--- src/rtl/gated_reg_bank.sv ---
// Multi-channel enable register bank for clock-gating analysis: per-channel straight/reversed
// capture of a shared bus, idle tracking with a gate request, and effective-load counting.
module gated_reg_bank #(
  parameter int unsigned WIDTH       = 5,
  parameter int unsigned CHANNELS    = 2,
  parameter int unsigned IDLE_CYCLES = 4,
  parameter int unsigned CNT_W       = 8
) (
  input  logic                      CLK,
  input  logic                      RST_N,
  input  logic [CHANNELS-1:0]       EN,
  input  logic [CHANNELS-1:0]       REV,
  input  logic                      CLR,
  input  logic [WIDTH-1:0]          D_IN,
  output logic [CHANNELS*WIDTH-1:0] OUT,
  output logic [CHANNELS-1:0]       GATE_OFF,
  output logic [CHANNELS-1:0]       UPD,
  output logic [CHANNELS*CNT_W-1:0] LOAD_CNT
);

  localparam int unsigned IdleW = $clog2(IDLE_CYCLES + 1);
  localparam logic [IdleW-1:0] IdleMax = IdleW'(IDLE_CYCLES);
  localparam logic [CNT_W-1:0] CntMax = '1;

  logic [WIDTH-1:0] d_rev;

  always_comb begin
    d_rev = '0;
    for (int unsigned i = 0; i < WIDTH; i++) begin
      d_rev[i] = D_IN[WIDTH-1-i];
    end
  end

  for (genvar c = 0; c < CHANNELS; c++) begin : g_chan
    logic [WIDTH-1:0] out_q, out_d, nv;
    logic [IdleW-1:0] idle_q, idle_d;
    logic [CNT_W-1:0] cnt_q, cnt_d;
    logic             upd_q, chg;

    assign nv  = REV[c] ? d_rev : D_IN;
    // A load only counts as useful when it actually changes the stored value.
    assign chg = EN[c] && (nv != out_q);

    always_comb begin
      out_d = EN[c] ? nv : out_q;

      idle_d = idle_q;
      if (CLR || EN[c]) begin
        idle_d = '0;
      end else if (idle_q != IdleMax) begin
        idle_d = idle_q + 1'b1;
      end

      cnt_d = cnt_q;
      if (CLR) begin
        cnt_d = '0;
      end else if (chg && (cnt_q != CntMax)) begin
        cnt_d = cnt_q + 1'b1;
      end
    end

    always_ff @(posedge CLK or negedge RST_N) begin
      if (!RST_N) begin
        out_q  <= '0;
        idle_q <= '0;
        cnt_q  <= '0;
        upd_q  <= 1'b0;
      end else begin
        out_q  <= out_d;
        idle_q <= idle_d;
        cnt_q  <= cnt_d;
        upd_q  <= chg;
      end
    end

    assign OUT[c*WIDTH +: WIDTH]      = out_q;
    assign LOAD_CNT[c*CNT_W +: CNT_W] = cnt_q;
    assign GATE_OFF[c]                = (idle_q == IdleMax);
    assign UPD[c]                     = upd_q;
  end

endmodule

--- config.mk ---
export PLATFORM = sky130hd
export DESIGN_NAME = gated_reg_bank
export DESIGN_NICKNAME = d
export VERILOG_FILES = /design/src/rtl/gated_reg_bank.sv
export SDC_FILE = /design/constraint.sdc
export NUM_CORES = 1
export LEC_CHECK = 0
export ABC_AREA = 1
export BUFFER_PORTS_ARGS = -buffer_cell sky130_fd_sc_hd__buf_4
export CAP_MARGIN = 20
export CORE_MARGIN = 4
export CORE_UTILIZATION = 35
export CTS_CLUSTER_DIAMETER = 150
export DETAILED_ROUTE_END_ITERATION = 7
export PLACE_DENSITY_LB_ADDON = 0.12
export SLEW_MARGIN = 20
export SYNTH_ARGS = -nofsm -noshare
export SYNTH_HDL_FRONTEND = slang
export SYNTH_SLANG_ARGS = --single-unit
--- constraint.sdc ---
create_clock -name CLK -period 3.6 [get_ports CLK]
set_input_delay 0.18 -clock CLK [delete_from_list [all_inputs] [get_ports CLK]]
set_output_delay 0.18 -clock CLK [all_outputs]
set_load 0.02 [all_outputs]
### After elaboration in Yosys (flattened, before gate mapping)

Index checks and enable logic that the tools add are counted.

* output and inout bits: 30
* flip-flop bits (word level): 34

* eq/ne operators: 8
* muxes and demuxes: 10
* add/subtract/negate cells: 4
* reductions and logical operators: 10

Operators with widths (number)
* 2-to-1 mux 8 bit: 4
* adder 8 x 1 -> 8 bit (second input constant): 2
* inequality test 8 bit (second input constant): 2
* 2-to-1 mux 3 bit: 4
* 2-to-1 mux 5 bit: 2
* inequality test 5 bit: 2
* nonzero test 2 bit: 4
* adder 3 x 1 -> 3 bit (second input constant): 2
* equality test 3 bit (second input constant): 2
* inequality test 3 bit (second input constant): 2
* logical AND 1 bit: 4
* logical OR 1 bit: 2

### Longest topological paths before layout

* word-level depth: 6
* mapped depth: 11

### Worst setup path before layout

OpenSTA, ideal clock, no wires.

* path type: reg2reg
* start: register g_chan[0].cnt_q[0]
* end: register g_chan[0].cnt_q[6]
* setup time: 0.116 ns
* period minus slack after synthesis: 1.589 ns
* setup slack: 2.011 ns
* required time: 3.484 ns
* arrival time: 1.473 ns
* cell stages (with the launch flop): 9
* cells stage by stage: dfrtp_1 > ha_1 > nand3_1 > nor2_1 > nand4_1 > nand3_4 > nand2_8 > nand2_2 > nand2_2

* cells in the longest elaborated chain, start to end: 3
* elaborated cells between the ends (all ways): 6

RTL lines
* start: declaration: line 37 `logic [CNT_W-1:0] cnt_q, cnt_d;`
* start signal: assignment: line 71 `cnt_q <= cnt_d;`
* adder 8 x 1 -> 8 bit / inequality test 8 bit (equally long branches): line 58, 57
* 2-to-1 mux 8 bit / logical AND 1 bit (equally long branches): line 57 `end else if (chg && (cnt_q != CntMax)) begin`
* 2-to-1 mux 8 bit / nonzero test 2 bit (equally long branches)

Several ways; a longest one is shown, not always the timed one. The select of a mux whose other input is x is not followed.
A chain may end at the register's enable or synchronous reset.

### Worst setup path in the final report

* start: register g_chan[0].cnt_q[0]
* end: register g_chan[0].cnt_q[2]

The elaborated chain is that of the path after synthesis.

==> results.txt <==
Most frequent cells after synthesis -> nand2_1, dfrtp_1, inv_1, nand2_2, nand3_1
Fin cells -> 412
Die area -> 0.00793 mm2
Clk_lat worst skew -> 0.29 ns
Mapped Cells -> 294
Fin util -> 43.0%
Starting Density -> 36.2%
CTS HTree Levels -> 2
Final HPWL DP -> 3570 um
Number of hold violations in the final report -> 0
Slew Viols, Final -> 0
Post-synthesis simple-gate area fraction -> 40.8%
# port buffers -> 41
Clock Sinks -> 34
Post-synthesis cell area -> 0.00230 mm2
# DRC -> 0
Fmax -> 598 MHz
# diodes -> 0
Final TNS setup -> 0 ns
Leak Pwr -> 1.40 nW
Final worst clock skew -> 0.00500 ns
Vias/cell -> 4.71
Area Growth Syn to Fin -> 18.6%
Yosys warnings -> 0
Status -> complete, no violations
Main combinational cell family by area after synthesis -> simple AND/OR/NAND/NOR gates
CP max FO -> 9
Post-Synth Adder-Cell Area -> 3.26%
Distinct cells, synth -> 29
Compound-Gate Fraction of Synth Area -> 6.09%
Critical path startpoint category -> flip-flop
Part of the power in registers -> 44.8%
RSZ-0062 raised after global routing -> false
DRT iter0 DRCs -> 95
Max_cap viols -> 0
Num CTS Buffers -> 5
Overflow after GRT -> 0
Slew headroom -> 70.0%
Die X -> 89.1 um
Sw Share -> 32.3%
Post-synthesis xor/xnor area fraction -> 2.29%
Via Count -> 1,940
Synth area leaders -> dfrtp_1, nand2_1, nand2_2
Power per standard cell area -> 352 mW/mm2
Die height -> 89.1 um
CTS max path bufs -> 2
Worst EP required -> 3.78 ns
Critical Path Sink Type -> flip-flop
Vias in the first global route -> 1,869
Crit path DAT -> 1.85 ns
Fin nets -> 352
Final WS setup -> 1.93 ns
NetSw -> 0.310 mW
Placement Setup Slack -> 1.95 ns
Top-Level Pins -> 42
Count leader, synth -> nand2_1
Initial antenna violation count -> 0
GRT Total Usage -> 13.8%
Sequential fraction of the synthesis area -> 37.0%
Total power -> 0.960 mW
Syn nets -> 312
Clock power frac -> 31.2%
Placer Congestion -> 0.776
Asr flop ratio synth -> 100%
Layout cell share with drive strength beyond 1 -> 33.1%
Endpoints failing setup -> 0
Logic pwr share -> 24.1%
Drt total wl -> 4940 um
Pre-Repair DR Iteration Count -> 4
Hold WS -> 0.145 ns
Count of flip-flops with a built-in enable after synthesis -> 0
Post-synth top area share -> 37.0%
Fin crit period -> 1.67 ns
CTS clk-pin slew, worst paths -> 0.07 ns
Synth Flop Type -> dfrtp_1
Root Buffer -> clkbuf_8
Rows -> 29
Setup bufs post-CTS -> 0
Final Cycle Share -> 46.4%
Routed len/inst -> 12.0 um
Post-synthesis area per instance -> 7.82 um2
Mux share of post-synthesis cell area -> 0%
# placed instances -> 403
Int Pwr -> 0.650 mW
Largest net degree at the start of global routing -> 35
Core area -> 0.00635 mm2
TritonCTS clock tree -> done
Worst vdd ir -> 0.175 mV
Post-DRT Antenna Nets -> 0
Worst Hold Class -> in2reg
First-pass GRT wire length -> 8450 um
Cell Area, Placed -> 0.00263 mm2
#FFs+latches synth -> 34
Worst slew pin tran -> 0.450 ns
Crit path kind -> reg2reg
Post-route cell area -> 0.00273 mm2
Largest area contributor in the netlist -> dfrtp_1
registers in the layout, indices dropped and copies added (netlist names):
| register | count |
|---|---|
| g_chan.cnt_q | 16 |
| g_chan.idle_q | 6 |
| g_chan.out_q | 10 |
| g_chan.upd_q | 2 |
final cells by class:
cell class	instances	area, um2
Clock inverter	1	5.00
Timing Repair Buffer	42	318
Fill cell	657	3620
Sequential cell	34	851
Clock buffer	7	86.3
Inverter	39	165
Multi-Input combinational cell	212	1210
Tap cell	77	96.3
power by group through the flow:
stage	clock network (mW)	registers (mW)	logic, mW
after global routing	0.326	0.434	0.260
after floorplan	0	0.459	0.135
final	0.299	0.430	0.231
after detailed placement	0	0.437	0.235
after global placement	0	0.437	0.234
after CTS	0.311	0.430	0.236
kinds of logic (layout without fill, tap and decap cells):
family                   after synthesis  count (layout)
AND/OR/NAND/NOR                      176             176
buffers and inverters                 48              89
XOR/XNOR                               6               6
adder cells (fa/ha/maj)                6               6
flip-flops                            34              34
AO/OA/AOI/OAI                         24              24
metal layers:
layer	global-route usage [%]	up-vias	wire length (um)	share of wire (%)
met1	16.7	890	2310	47
met3	4.15	7	307	6.2
met5	0	-	0	0
li1	-	1007	-	-
met2	23.4	36	2250	46
met4	4.47	0	67	1.4
worst paths after layout:
kind / startpoint / end / slack [ns] / cells after the start
worst max register to register: g_chan[0].cnt_q[0]$_DFFE_PN0P_ / g_chan[0].cnt_q[2]$_DFFE_PN0P_ / 1.93 / 8
max in group asynchronous: RST_N / g_chan[1].cnt_q[0]$_DFFE_PN0P_ / 2.90 / 2
worst min register to register: g_chan[1].idle_q[2]$_DFFE_PN0P_ / g_chan[1].idle_q[2]$_DFFE_PN0P_ / 0.49 / 1
worst min-delay path: D_IN[2] / g_chan[1].out_q[2]$_DFFE_PN0P_ / 0.15 / 3
worst max-delay path: g_chan[0].cnt_q[0]$_DFFE_PN0P_ / g_chan[0].cnt_q[2]$_DFFE_PN0P_ / 1.93 / 8
min in group asynchronous: RST_N / g_chan[1].out_q[1]$_DFFE_PN0P_ / 0.37 / 2
timing repair:
item                      in CTS  in global routing
hold buffers                   1                  0
resized for setup              0                  0
hold endpoints to repair      34                  0
cell usage in the layout (no fill, tap or decap), drive strengths merged, types with 4 or more instances in the layout:
cell    instances
nand2         104
dfrtp          34
ha              6
nor3b           4
buf            41
o21ai          18
clkbuf          7
a31oi           4
xnor2           4
inv            38
nand3          40
nor2           24
critical path: stages, from the launching register on:
cell and delay [ns]:
dfrtp_1 0.43, ha_1 0.21, nand3_1 0.10, nor2_1 0.20, nand4_1 0.18, nand3_4 0.22
nand2_8 0.11, nand2_2 0.08, nand2_2 0.04
Note: power is estimated with default switching activity, not from simulation.
